**config.mk**
```make
export PLATFORM = sky130hd
export DESIGN_NAME = i2c_tx_fifo
export DESIGN_NICKNAME = d
export VERILOG_FILES = /design/src/rtl/i2c_tx_fifo.sv
export SDC_FILE = /design/constraint.sdc
export NUM_CORES = 1
export LEC_CHECK = 0
export BUFFER_PORTS_ARGS = -buffer_cell sky130_fd_sc_hd__buf_2
export CORE_AREA = 4 4 144 146
export CTS_CLUSTER_SIZE = 25
export DETAILED_ROUTE_END_ITERATION = 7
export DIE_AREA = 0 0 148 150
export PLACE_DENSITY = 0.53
export SKIP_LAST_GASP = 1
export SYNTH_ARGS = -nofsm -noshare
export SYNTH_HDL_FRONTEND = slang
export SYNTH_SLANG_ARGS = --single-unit
```
**constraint.sdc**
```tcl
create_clock -name clock -period 3.7 [get_ports clock]
set_input_delay 0.555 -clock clock [delete_from_list [all_inputs] [get_ports clock]]
set_output_delay 0.555 -clock clock [all_outputs]
set_load 0.01 [all_outputs]
```
**src/rtl/i2c_tx_fifo.sv**
```systemverilog
// rtl/i2c_tx_fifo.sv - first-word-fall-through transmit byte FIFO feeding an I2C master
//
// Purpose: buffers bytes from a producer and presents the head byte to the
// I2C master's transmit interface. Flush discards contents; a sticky
// overflow flag records writes attempted while full.
//
// Ports:
//   clock     sole clock, all state updates on rising edge
//   reset     synchronous active-high reset
//   wrData    byte from the producer
//   wrValid   producer offers wrData
//   wrReady   FIFO accepts a byte this cycle (~full)
//   outData   head byte (valid only while outValid)
//   outValid  head byte present (~empty)
//   outReady  consumer takes the head byte
//   flush     discard all stored bytes
//   clearErr  clear the sticky overflow flag
//   level     number of stored bytes, 0..DEPTH
//   full      level == DEPTH
//   empty     level == 0
//   overflow  sticky: write attempted while full
module i2c_tx_fifo #(
    parameter int DEPTH = 16,
    parameter int WIDTH = 8
) (
    input  logic                     clock,
    input  logic                     reset,
    input  logic [WIDTH-1:0]         wrData,
    input  logic                     wrValid,
    output logic                     wrReady,
    output logic [WIDTH-1:0]         outData,
    output logic                     outValid,
    input  logic                     outReady,
    input  logic                     flush,
    input  logic                     clearErr,
    output logic [$clog2(DEPTH):0]   level,
    output logic                     full,
    output logic                     empty,
    output logic                     overflow
);

    localparam int AW = $clog2(DEPTH);
    localparam int LW = AW + 1;

    logic [WIDTH-1:0] mem [DEPTH];
    logic [AW-1:0]    wrPtr;
    logic [AW-1:0]    rdPtr;
    logic [LW-1:0]    levelReg;
    logic             overflowReg;

    logic push;
    logic pop;

    // Status derives only from registered level, so wrReady/outValid never
    // depend combinationally on the other side's handshake inputs.
    assign full     = (levelReg == LW'(DEPTH));
    assign empty    = (levelReg == '0);
    assign wrReady  = ~full;
    assign outValid = ~empty;
    assign outData  = mem[rdPtr];
    assign level    = levelReg;
    assign overflow = overflowReg;

    assign push = wrValid & wrReady;
    assign pop  = outReady & outValid;

    // Storage carries no reset; pointers and level define which entries are live.
    always_ff @(posedge clock) begin
        if (push && !flush && !reset) begin
            mem[wrPtr] <= wrData;
        end
    end

    // DEPTH is a power of two, so pointer wrap is the natural AW-bit rollover.
    always_ff @(posedge clock) begin
        if (reset || flush) begin
            wrPtr    <= '0;
            rdPtr    <= '0;
            levelReg <= '0;
        end else begin
            if (push) begin
                wrPtr <= wrPtr + AW'(1);
            end
            if (pop) begin
                rdPtr <= rdPtr + AW'(1);
            end
            if (push && !pop) begin
                levelReg <= levelReg + LW'(1);
            end else if (pop && !push) begin
                levelReg <= levelReg - LW'(1);
            end
        end
    end

    // Set has priority over clear; a flushed write is not counted as an overflow.
    always_ff @(posedge clock) begin
        if (reset) begin
            overflowReg <= 1'b0;
        end else if (wrValid && full && !flush) begin
            overflowReg <= 1'b1;
        end else if (clearErr) begin
            overflowReg <= 1'b0;
        end
    end

endmodule

```
==> key figures, run 1 <==
Outcome
  • Outcome: finished, final reports clean

GRT
  • Total routing usage reported by global routing: 11.1%
  • Maximum number of pins on one net before global-route repair: 33
  • Number of global-route vias before repair: about 3200
  • Congestion Overflow GR: 0
  • Initial antenna violation count: 0
  • First-pass GRT wire length: ~18000 um

Pwr
  • Comb power frac: around 12%
  • Clock power frac: 39.6%
  • Overall Power: ~3.8 mW
  • Sw power: a little under 0.9 mW
  • Sw Ratio: about 23%
  • Internal power: slightly below 3 mW
  • Worst vdd ir: 290 uV
  • Reg power frac: about half
  • PwrDens: 557 mW/mm^2
  • Static leakage: 2.24 nW

Drt
  • DR pass1 iterations: 4
  • Post-route ant nets: 0
  • WL/cell: ~18 um
  • DRC violations left: 0
  • Final WL: approximately 12000 um
  • Iter 0 DRT Violations: 236
  • Vias/cell: 4.59
  • Vias: about 2900

Timing
  • Fin. max-slew vios: 0
  • Fmax: between 0.3 and 0.4 GHz
  • Relative slew slack: between 30% and 40%
  • Final min period: between 2 and 3 ns
  • Fin Hold WS: roughly 0.33 ns
  • Part of the cycle the worst path needs: between 80% and 90%
  • # setup viols final: 0
  • Clk_skew: between 0.009 and 0.01 ns
  • Measured slew at the worst slew-check pin: ~0.9 ns
  • Fin. Hold Viols: 0
  • RSZ-0062 raised after global routing: no
  • Fin Setup TNS: 0 ns

Yosys
  • EDFF count, synth: 128
  • Net Count, Synth: between 300 and 400
  • Mean Syn Cell Area: 18.3 um^2
  • Ys flop type: edfxtp_1
  • Post-synthesis sequential area ratio: roughly 73%
  • Ys async rst share: 0%
  • Syn. warnings: 0
  • Post-Syn Area: between 0.005 and 0.006 mm^2
  • Synth unique cells: 39
  • Synth Register Bits: 146
  • Syn Inst Count: about 320

CTS
  • CTS root buf: clkbuf_16
  • H-Tree Level Count: 4
  • Clock Sink Count: approximately 150
  • CTS tree: yes
  • Cts hold-fix bufs: 0
  • Maximum buffer depth of the clock tree: 2
  • Reg clk slew, reported paths: about 0.06 ns
  • Clk_lat worst skew: about 0.41 ns
  • PostCTS Resize Cnt: 0
  • CTS Buf Count: 17
  • Setup Fix Bufs, Post-CTS: 0

Worst setup path
  • Worst-path maximum fanout: 20
  • CP startpoint kind: flip-flop
  • Setup CP Type: flip-flop to output port
  • Element type at the critical path end: output port
  • Worst EP required: 3.14 ns
  • Crit path arrival time: about 2.4 ns

Layout
  • Storage element area: 0.00421 mm^2
  • Area Growth Syn to Fin: 17.5%
  • Diodes inserted: 0
  • Layout fillers: between 1500 and 2000
  • Commonest non-fill, non-tap cells in the layout: edfxtp_1 (128), nor2_1 (33), mux4_2 (32), buf_2 (31)
  • Commonest non-fill, non-tap cell in the layout: edfxtp_1
  • Area of the multi-input gates: between 0.0015 and 0.002 mm^2
  • Util after Layout: a little over a third
  • Layout cells sized above 1: between 20% and 30%
  • NumNets Final: roughly 390

Place
  • Port bufs: 31
  • GP Congestion: about 0.75
  • Hpwl dp: ~7600 um

Floorplanning
  • Die Span Y: approximately 150 um
  • Site Rows: 51
  • Initial Utilization: 29.9%
  • Die Wd: 148 um
  • Core Box Area: about 0.019 mm^2
  • # IOs: 32
  • Die area: 0.0222 mm^2

Hold path
  • HP Class: input pin to flip-flop

Flow run
  • Maxcap violations: 0
## path summary, 6_finish.rpt
kind	startpoint	end	slack, ns	cells after the start
max	flip-flop	outData[3]	0.72	5
min	reset	overflow	0.33	2
max reg2reg	level[0]	level[3]	1.00	9
min reg2reg	overflow	overflow	0.47	2
## flip-flops by register name, summed over array words and instances, names as in the netlist, named ones only
register / cells
wrPtr: 4
overflow: 1
rdPtr: 4
level: 5
mem: 128
## layout make-up
| type | count | area share, % |
|---|---|---|
| clock buffer | 22 | 6.52 |
| timing repair buffer | 40 | 3.45 |
| inverter | 7 | 0.386 |
| sequential | 146 | 61.7 |
| multi-input combinational | 149 | 22.1 |
| tap | 265 | 4.87 |
| clock inverter | 9 | 0.974 |
## Yosys cell counts, types with 2 or more instances
| cell type | number | area share (%) |
|---|---|---|
| or3_1 | 2 | 0.22 |
| clkbuf_1 | 6 | 0.39 |
| inv_1 | 7 | 0.45 |
| a211oi_1 | 2 | 0.26 |
| mux2i_1 | 3 | 0.52 |
| nand2_1 | 14 | 0.91 |
| ha_1 | 9 | 1.9 |
| nand3_1 | 5 | 0.43 |
| buf_4 | 2 | 0.26 |
| a22oi_1 | 16 | 2.1 |
| xor2_1 | 4 | 0.60 |
| nor2b_1 | 2 | 0.22 |
| o211ai_1 | 2 | 0.26 |
| nor2_1 | 33 | 2.1 |
| dfxtp_1 | 18 | 6.2 |
| edfxtp_1 | 128 | 66 |
| mux4_2 | 32 | 12 |
| xnor2_1 | 3 | 0.45 |
| a21oi_1 | 4 | 0.35 |
| buf_2 | 2 | 0.17 |
| buf_1 | 4 | 0.26 |
## per-stage QoR
step | instance area (um^2) | instances | worst slack, ns
2_1_floorplan | 5800 | 316 | 1.18
3_3_place_gp | 6300 | 607 | 1.06
3_5_place_dp | 6300 | 607 | 0.994
4_1_cts | 6810 | 638 | 0.644
5_1_grt | 6810 | 638 | 0.535
6_report | 6810 | 638 | 0.720
## power by group through the flow
stage | Sequential [mW] | Clock (mW) | Combinational [mW]
floorplan | 1.87 | 0 | 0.322
global placement | 1.89 | 0 | 0.432
detailed placement | 1.89 | 0 | 0.441
CTS | 1.86 | 1.53 | 0.441
global route | 1.86 | 1.61 | 0.482
finish | 1.86 | 1.50 | 0.435
## worst max-delay path, stage by stage, from the launching register on
cell and delay (ns):
dfxtp_2 0.64, buf_12 0.27, mux4_2 0.52, a22oi_1 0.32
nand2_1 0.10, buf_2 0.15
## per-layer routing
| metal | part of all wire, % | GRT usage, % |
|---|---|---|
| met4 | 0.66 | 3.14 |
| met3 | 4.3 | 3.54 |
| met5 | 0 | 0 |
| met2 | 49 | 17.7 |
| met1 | 46 | 14.7 |
## kinds of logic after synthesis
group           count (synthesis)  share of synthesized area (%)
flops                         146                           72.5
buf+inv                        21                           1.53
compound gates                 31                           4.34
xor+xnor                        7                           1.06
mux                            35                           13.0
fa+ha+maj                      10                           2.29
simple gates                   66                           5.29
No activity file was read; power rests on OpenSTA's default activity.
==> inputs of run 2 (changes only) <==
ABC_AREA = 1   (was not set)
CORE_AREA = 4 4 150 152   (was 4 4 144 146)
DIE_AREA = 0 0 154 156   (was 0 0 148 150)
PLACE_DENSITY = 0.54   (was 0.53)
clock period = 2.4 ns   (was 3.7 ns; I/O delays follow)
==> run 2 against run 1 <==
Effect of this change: total power up 59%; global-route usage grew 1.0 points; wire length increased by 23%; sequential power is 52% higher; critical endpoint is now outData[7]; non-clock buffer count up 18.
==> key figures, run 2 <==
Outcome
  • Outcome: finished, final reports clean

Flow run
  • Maxcap violations: 0

Layout
  • Commonest non-fill, non-tap cells in the layout: nand2_1 (159), edfxtp_1 (128), nor2_1 (74), nand3_1 (68), inv_1 (46)
  • Commonest non-fill, non-tap cell in the layout: nand2_1
  • Util after Layout: 35.3%
  • Layout fillers: between 2000 and 2500
  • Area Growth Syn to Fin: 18.6%
  • Number of flip-flops under the largest register name: ~130
  • Layout cells sized above 1: 14.6%
  • Most flops, register: mem
  • Final cell count without fillers: 931
  • Diodes inserted: 0
  • NumNets Final: roughly 670

GRT
  • Maximum number of pins on one net before global-route repair: 50
  • Total routing usage reported by global routing: roughly 12%
  • First-pass GRT wire length: between 20000 and 25000 um
  • Initial antenna violation count: 0
  • Number of global-route vias before repair: around 4000
  • Congestion Overflow GR: 0

Worst setup path
  • Crit path largest cell delay: 0.33 ns
  • CP startpoint kind: flip-flop
  • Worst EP required: between 2 and 2.5 ns
  • Buffers & Inverters on Critical Path: 3
  • Worst-path cell chain: inv_2 > buf_12 > nor2_1 > o21ai_0 > nand3_1 > nand3_1 > nand2_1 > buf_2
  • Worst-path maximum fanout: 21
  • CP max-delay cell: dfxtp_1
  • R2R Setup Slk: 0.17 ns
  • Crit path arrival time: between 1.5 and 2 ns
  • Setup CP Type: flip-flop to output port
  • Element type at the critical path end: output port
  • Most used cell, CP: nand3_1
  • CP top delay family: buffers and inverters

CTS
  • H-Tree Level Count: 4
  • CTS tree: yes
  • Setup Fix Bufs, Post-CTS: 0
  • Clk_lat worst skew: ~0.42 ns
  • Maximum buffer depth of the clock tree: 2
  • CTS root buf: clkbuf_16
  • Reg clk slew, reported paths: ~0.060 ns
  • Clock Sink Count: 146
  • CTS Buf Count: 17

Yosys
  • Syn Inst Count: about 600
  • Ys async rst share: 0%
  • EDFF count, synth: 128
  • Post-Syn Area: around 0.0063 mm^2
  • Post-synthesis sequential area ratio: between 60% and 70%
  • Synth unique cells: 25
  • Area share of the largest cell type after synthesis: 61.5%
  • Top-count cell post-synth: nand2_1
  • Synth top area cells: edfxtp_1 (61%), nand2_1 (9.5%), dfxtp_1 (5.8%)
  • Ys flop type: edfxtp_1
  • Synth area leader: edfxtp_1
  • Synth Register Bits: about 150
  • Synth cell count leaders: nand2_1 (159), edfxtp_1 (128), nor2_1 (74), nand3_1 (68), inv_1 (47)
  • Net Count, Synth: approximately 620
  • Mean Syn Cell Area: 10.6 um^2
  • Syn. warnings: 0

Floorplanning
  • Initial Utilization: just under 30%
  • Die area: 0.0240 mm^2
  • Die Wd: 154 um
  • Core Box Area: approximately 0.021 mm^2
  • Die Span Y: between 150 and 200 um
  • # IOs: 32
  • Site Rows: 53

Timing
  • Part of the cycle the worst path needs: between 90% and 100%
  • Relative slew slack: about three fifths
  • Clk_skew: approximately 0.012 ns
  • Fin Hold WS: approximately 0.13 ns
  • Measured slew at the worst slew-check pin: between 0.6 and 0.7 ns
  • Fin. max-slew vios: 0
  • Fin Setup TNS: 0 ns
  • # setup viols final: 0
  • Fmax: roughly 0.44 GHz
  • RSZ-0062 raised after global routing: no
  • Fin. Hold Viols: 0
  • Final min period: ~2.3 ns

Drt
  • DRC violations left: 0
  • Vias: 4160
  • Post-route ant nets: 0
  • Vias/cell: around 4.5
  • WL/cell: approximately 15 um
  • Iter 0 DRT Violations: 201
  • Final WL: 14200 um
  • DR pass1 iterations: 5

Pwr
  • PwrDens: 812 mW/mm^2
  • Worst vdd ir: 469 uV
  • Static leakage: ~2.9 nW

Place
  • Port bufs: 31
  • Inst Count DP: between 800 and 900
  • Hpwl dp: about 9000 um
  • GP Congestion: between 0.8 and 0.9

Hold path
  • HP Class: input pin to flip-flop
run 2: path summary, 6_finish.rpt:
path,startpoint,to,cells past startpoint
hold / removal,clearErr,overflow,2
hold reg to reg,overflow,overflow,2
setup / recovery,flip-flop,outData[7],8
setup reg to reg,level[3],level[4],13
run 2: metrics by stage:
step | setup WS (ns) | power, mW | area (um^2)
CTS | 0.114 | 6.08 | 7410
floorplan | 0.256 | 3.32 | 6250
global placement | 0.191 | 3.56 | 6850
detailed placement | 0.149 | 3.56 | 6850
global route | 0.00125 | 6.29 | 7410
finish | 0.132 | 6.02 | 7410
run 2: cell families (layout without fill, tap and decap cells):
family | count (synthesis) | after routing | share of synthesized area [%]
and+or+nand+nor | 308 | 308 | 20.6
AOI/OAI and AO/OA | 49 | 49 | 4.38
buffers and inverters | 75 | 140 | 5.26
DFF | 146 | 146 | 67.3
adders and majority gates | 10 | 10 | 2.12
xor gates and xnor gates | 3 | 3 | 0.420
run 2: metal layers:
metal / wire length, um / global-route usage, %
met1: 6910 / 17.2
met2: 6410 / 18.4
met3: 681 / 3.36
met4: 206 / 3.45
met5: 0 / 0
run 2: report_power, final:
part	internal [mW]	switching, mW	total (mW)
Sequential	2.79	0.0298	2.82
Clock	1.44	1.07	2.52
Combinational	0.235	0.448	0.683
run 2: area by class of cell:
class	instances	area (um^2)	share of cell area [%]
sequential	146	4210	56.7
multi-input combinational	370	1720	23.2
clock buffer	18	429	5.79
clock inverter	14	130	1.76
timing repair buffer	58	399	5.38
inverter	50	188	2.53
tap	275	344	4.64
run 2: repair_timing:
action                     4_1_cts  5_1_grt
gates resized for setup          0        2
hold buffers                     0        0
hold endpoints to repair         0        0
setup endpoints to repair        0        3
==> inputs of run 3 (changes only) <==
ABC_AREA = not set   (was 1)
CORE_AREA = 4 4 144 146   (was 4 4 150 152)
DIE_AREA = 0 0 148 150   (was 0 0 154 156)
==> run 3 against run 2 <==
Effect of this change: via count decreased by 28%; setup slack worse by 0.13 ns; maximum frequency down 5.4%; final area down 1.4%; critical path type unchanged; largest power group unchanged.
==> key figures, run 3 (synthesis results as in run 1) <==
Place
  • Hpwl dp: between 7000 and 8000 um
  • GP Congestion: around 0.82
  • Post-placement cell area: between 0.006 and 0.007 mm^2
  • Port bufs: 31

Worst setup path
  • Worst R2R Start: level[3]
  • Setup CP Type: flip-flop to output port
  • RR Endpoint: level[4]
  • Worst setup path endpoint: outData[5]
  • CP max-delay cell: mux4_2
  • CP top delay family: multiplexers
  • Crit path largest cell delay: ~0.50 ns
  • R2R Setup Slk: 0.06 ns
  • Most used cell, CP: buf_6
  • Element type at the critical path end: output port
  • Worst EP required: 2.04 ns
  • CP startpoint kind: flip-flop
  • Worst-path cell chain: buf_12 > buf_6 > mux4_2 > a22oi_2 > nand2_2 > buf_6
  • FF-to-FF path depth: 9
  • Crit path arrival time: between 2 and 2.5 ns
  • Worst path depth: 6
  • Worst-path maximum fanout: 8
  • Buffers & Inverters on Critical Path: 3

Layout
  • Diodes inserted: 0
  • Area Growth Syn to Fin: 26.1%
  • NumNets Final: 408
  • Layout cells sized above 1: 39.0%
  • Number of flip-flops under the largest register name: between 100 and 150
  • Commonest non-fill, non-tap cells in the layout: edfxtp_1 (128), nor2_1 (33), mux4_2 (32), buf_2 (30), buf_4 (25)
  • Fin area: 0.00731 mm^2
  • Commonest non-fill, non-tap cell in the layout: edfxtp_1
  • Most flops, register: mem

Drt
  • Vias/cell: 4.50
  • DRC violations left: 0
  • WL/cell: roughly 17 um
  • DR pass1 iterations: 4
  • Vias: between 2000 and 3000
  • Iter 0 DRT Violations: about 220
  • Final WL: roughly 12000 um
  • Post-route ant nets: 0

Floorplanning
  • # IOs: 32
  • Die Span Y: 150 um
  • Core Box Area: a little under 0.02 mm^2
  • Die Wd: around 150 um
  • Initial Utilization: roughly 30%
  • Die area: roughly 0.022 mm^2
  • Site Rows: 51

Pwr
  • Static leakage: 2.45 nW
  • Internal power: slightly above 5 mW
  • PwrDens: 891 mW/mm^2
  • Overall Power: between 6 and 7 mW
  • Sw power: ~1.5 mW
  • Sw Ratio: a little under a quarter
  • Clock power frac: between 40% and 50%
  • Comb power frac: 14.5%
  • Worst vdd ir: around 470 uV
  • Reg power frac: 43.7%

CTS
  • CTS tree: yes
  • Reg clk slew, reported paths: approximately 0.06 ns
  • Cts hold-fix bufs: 0
  • Clock Sink Count: about 150
  • H-Tree Level Count: 4
  • CTS Buf Count: 17
  • Maximum buffer depth of the clock tree: 2
  • CTS root buf: clkbuf_16
  • Clk_lat worst skew: 0.41 ns

GRT
  • Number of global-route vias before repair: 3185
  • Initial antenna violation count: 1
  • First-pass GRT wire length: approximately 18000 um
  • Total routing usage reported by global routing: around 11%
  • Maximum number of pins on one net before global-route repair: 33
  • Congestion Overflow GR: 0

Outcome
  • Outcome: finished, final reports clean

Timing
  • Fin. max-slew vios: 0
  • Clk_skew: roughly 0.0094 ns
  • Measured slew at the worst slew-check pin: around 0.8 ns
  • Final min period: roughly 2.4 ns
  • # setup viols final: 0
  • Fin. Hold Viols: 0
  • Relative slew slack: between 40% and 50%
  • Fmax: ~0.42 GHz
  • RSZ-0062 raised after global routing: yes
  • Part of the cycle the worst path needs: 99.9%

Flow run
  • Maxcap violations: 0

Hold path
  • WHS Path Cells: 2
  • HP Class: input pin to flip-flop
==> run 3: cell count changes in the layout (fill, tap and decap cells not counted), moves of 8 or more <==
| cell | delta |
|---|---|
| inv_1 | -40 |
| o21ai_0 | -17 |
| o21ai_1 | -12 |
| a22oi_2 | +8 |
| o211ai_1 | -8 |
| a22oi_1 | +8 |
| nor2_1 | -41 |
| mux4_2 | +32 |
| nand2_1 | -147 |
| nand3_1 | -63 |
==> run 3: power by group through the flow <==
stage                     Sequential (mW)  Combinational (mW)  Clock (mW)
after floorplan                      2.90               0.543           0
after global placement               2.89               0.850           0
after detailed placement             2.90               0.870           0
after CTS                            2.84               0.917        2.79
after global routing                 2.85                1.04        2.91
final                                2.85               0.947        2.72
==> run 3: layout make-up <==
cell class,count,area (um^2)
clock buffer,26,574
clock inverter,6,60.1
fill,1787,12100
inverter,7,28.8
multi-input combinational,149,1620
sequential,146,4210
tap,265,332
timing repair buffer,63,484
==> run 3: how the worst min path moves through the flow <==
stage / startpoint / endpoint
6_report: reset / overflow
5_1_grt: reset / overflow
4_1_cts: reset / overflow
3_5_place_dp: overflow / overflow
3_3_place_gp: overflow / overflow
2_1_floorplan: reset / overflow
==> run 3: stage by stage <==
step | std cells | hold WS, ns | util (%) | worst slack [ns] | TNS (ns)
6_report | 662 | 0.124 | 37.7 | 0.00253 | 0
5_1_grt | 662 | 0.115 | 37.7 | -0.107 | -0.621
4_1_cts | 658 | 0.106 | 37.2 | -0.0525 | -0.0942
3_5_place_dp | 620 | 0.458 | 33.4 | 0.0476 | 0
3_3_place_gp | 620 | 0.453 | 33.4 | 0.0768 | 0
2_1_floorplan | 316 | 0.429 | - | -0.00284 | -0.00553
==> run 3: timing repair <==
action                     CTS  global route
gates cloned                 1             1
pin swaps                    1             8
gates resized for setup     10             7
setup endpoints to repair    8            10
buffers inserted             5             3
==> run 3: metal layers <==
layer	up-vias	part of all wire (%)	track usage, %
li1	1400	-	-
met1	1489	44	13.6
met2	79	50	18.4
met3	7	5.2	3.73
met4	2	0.44	3.37
met5	-	0.061	0
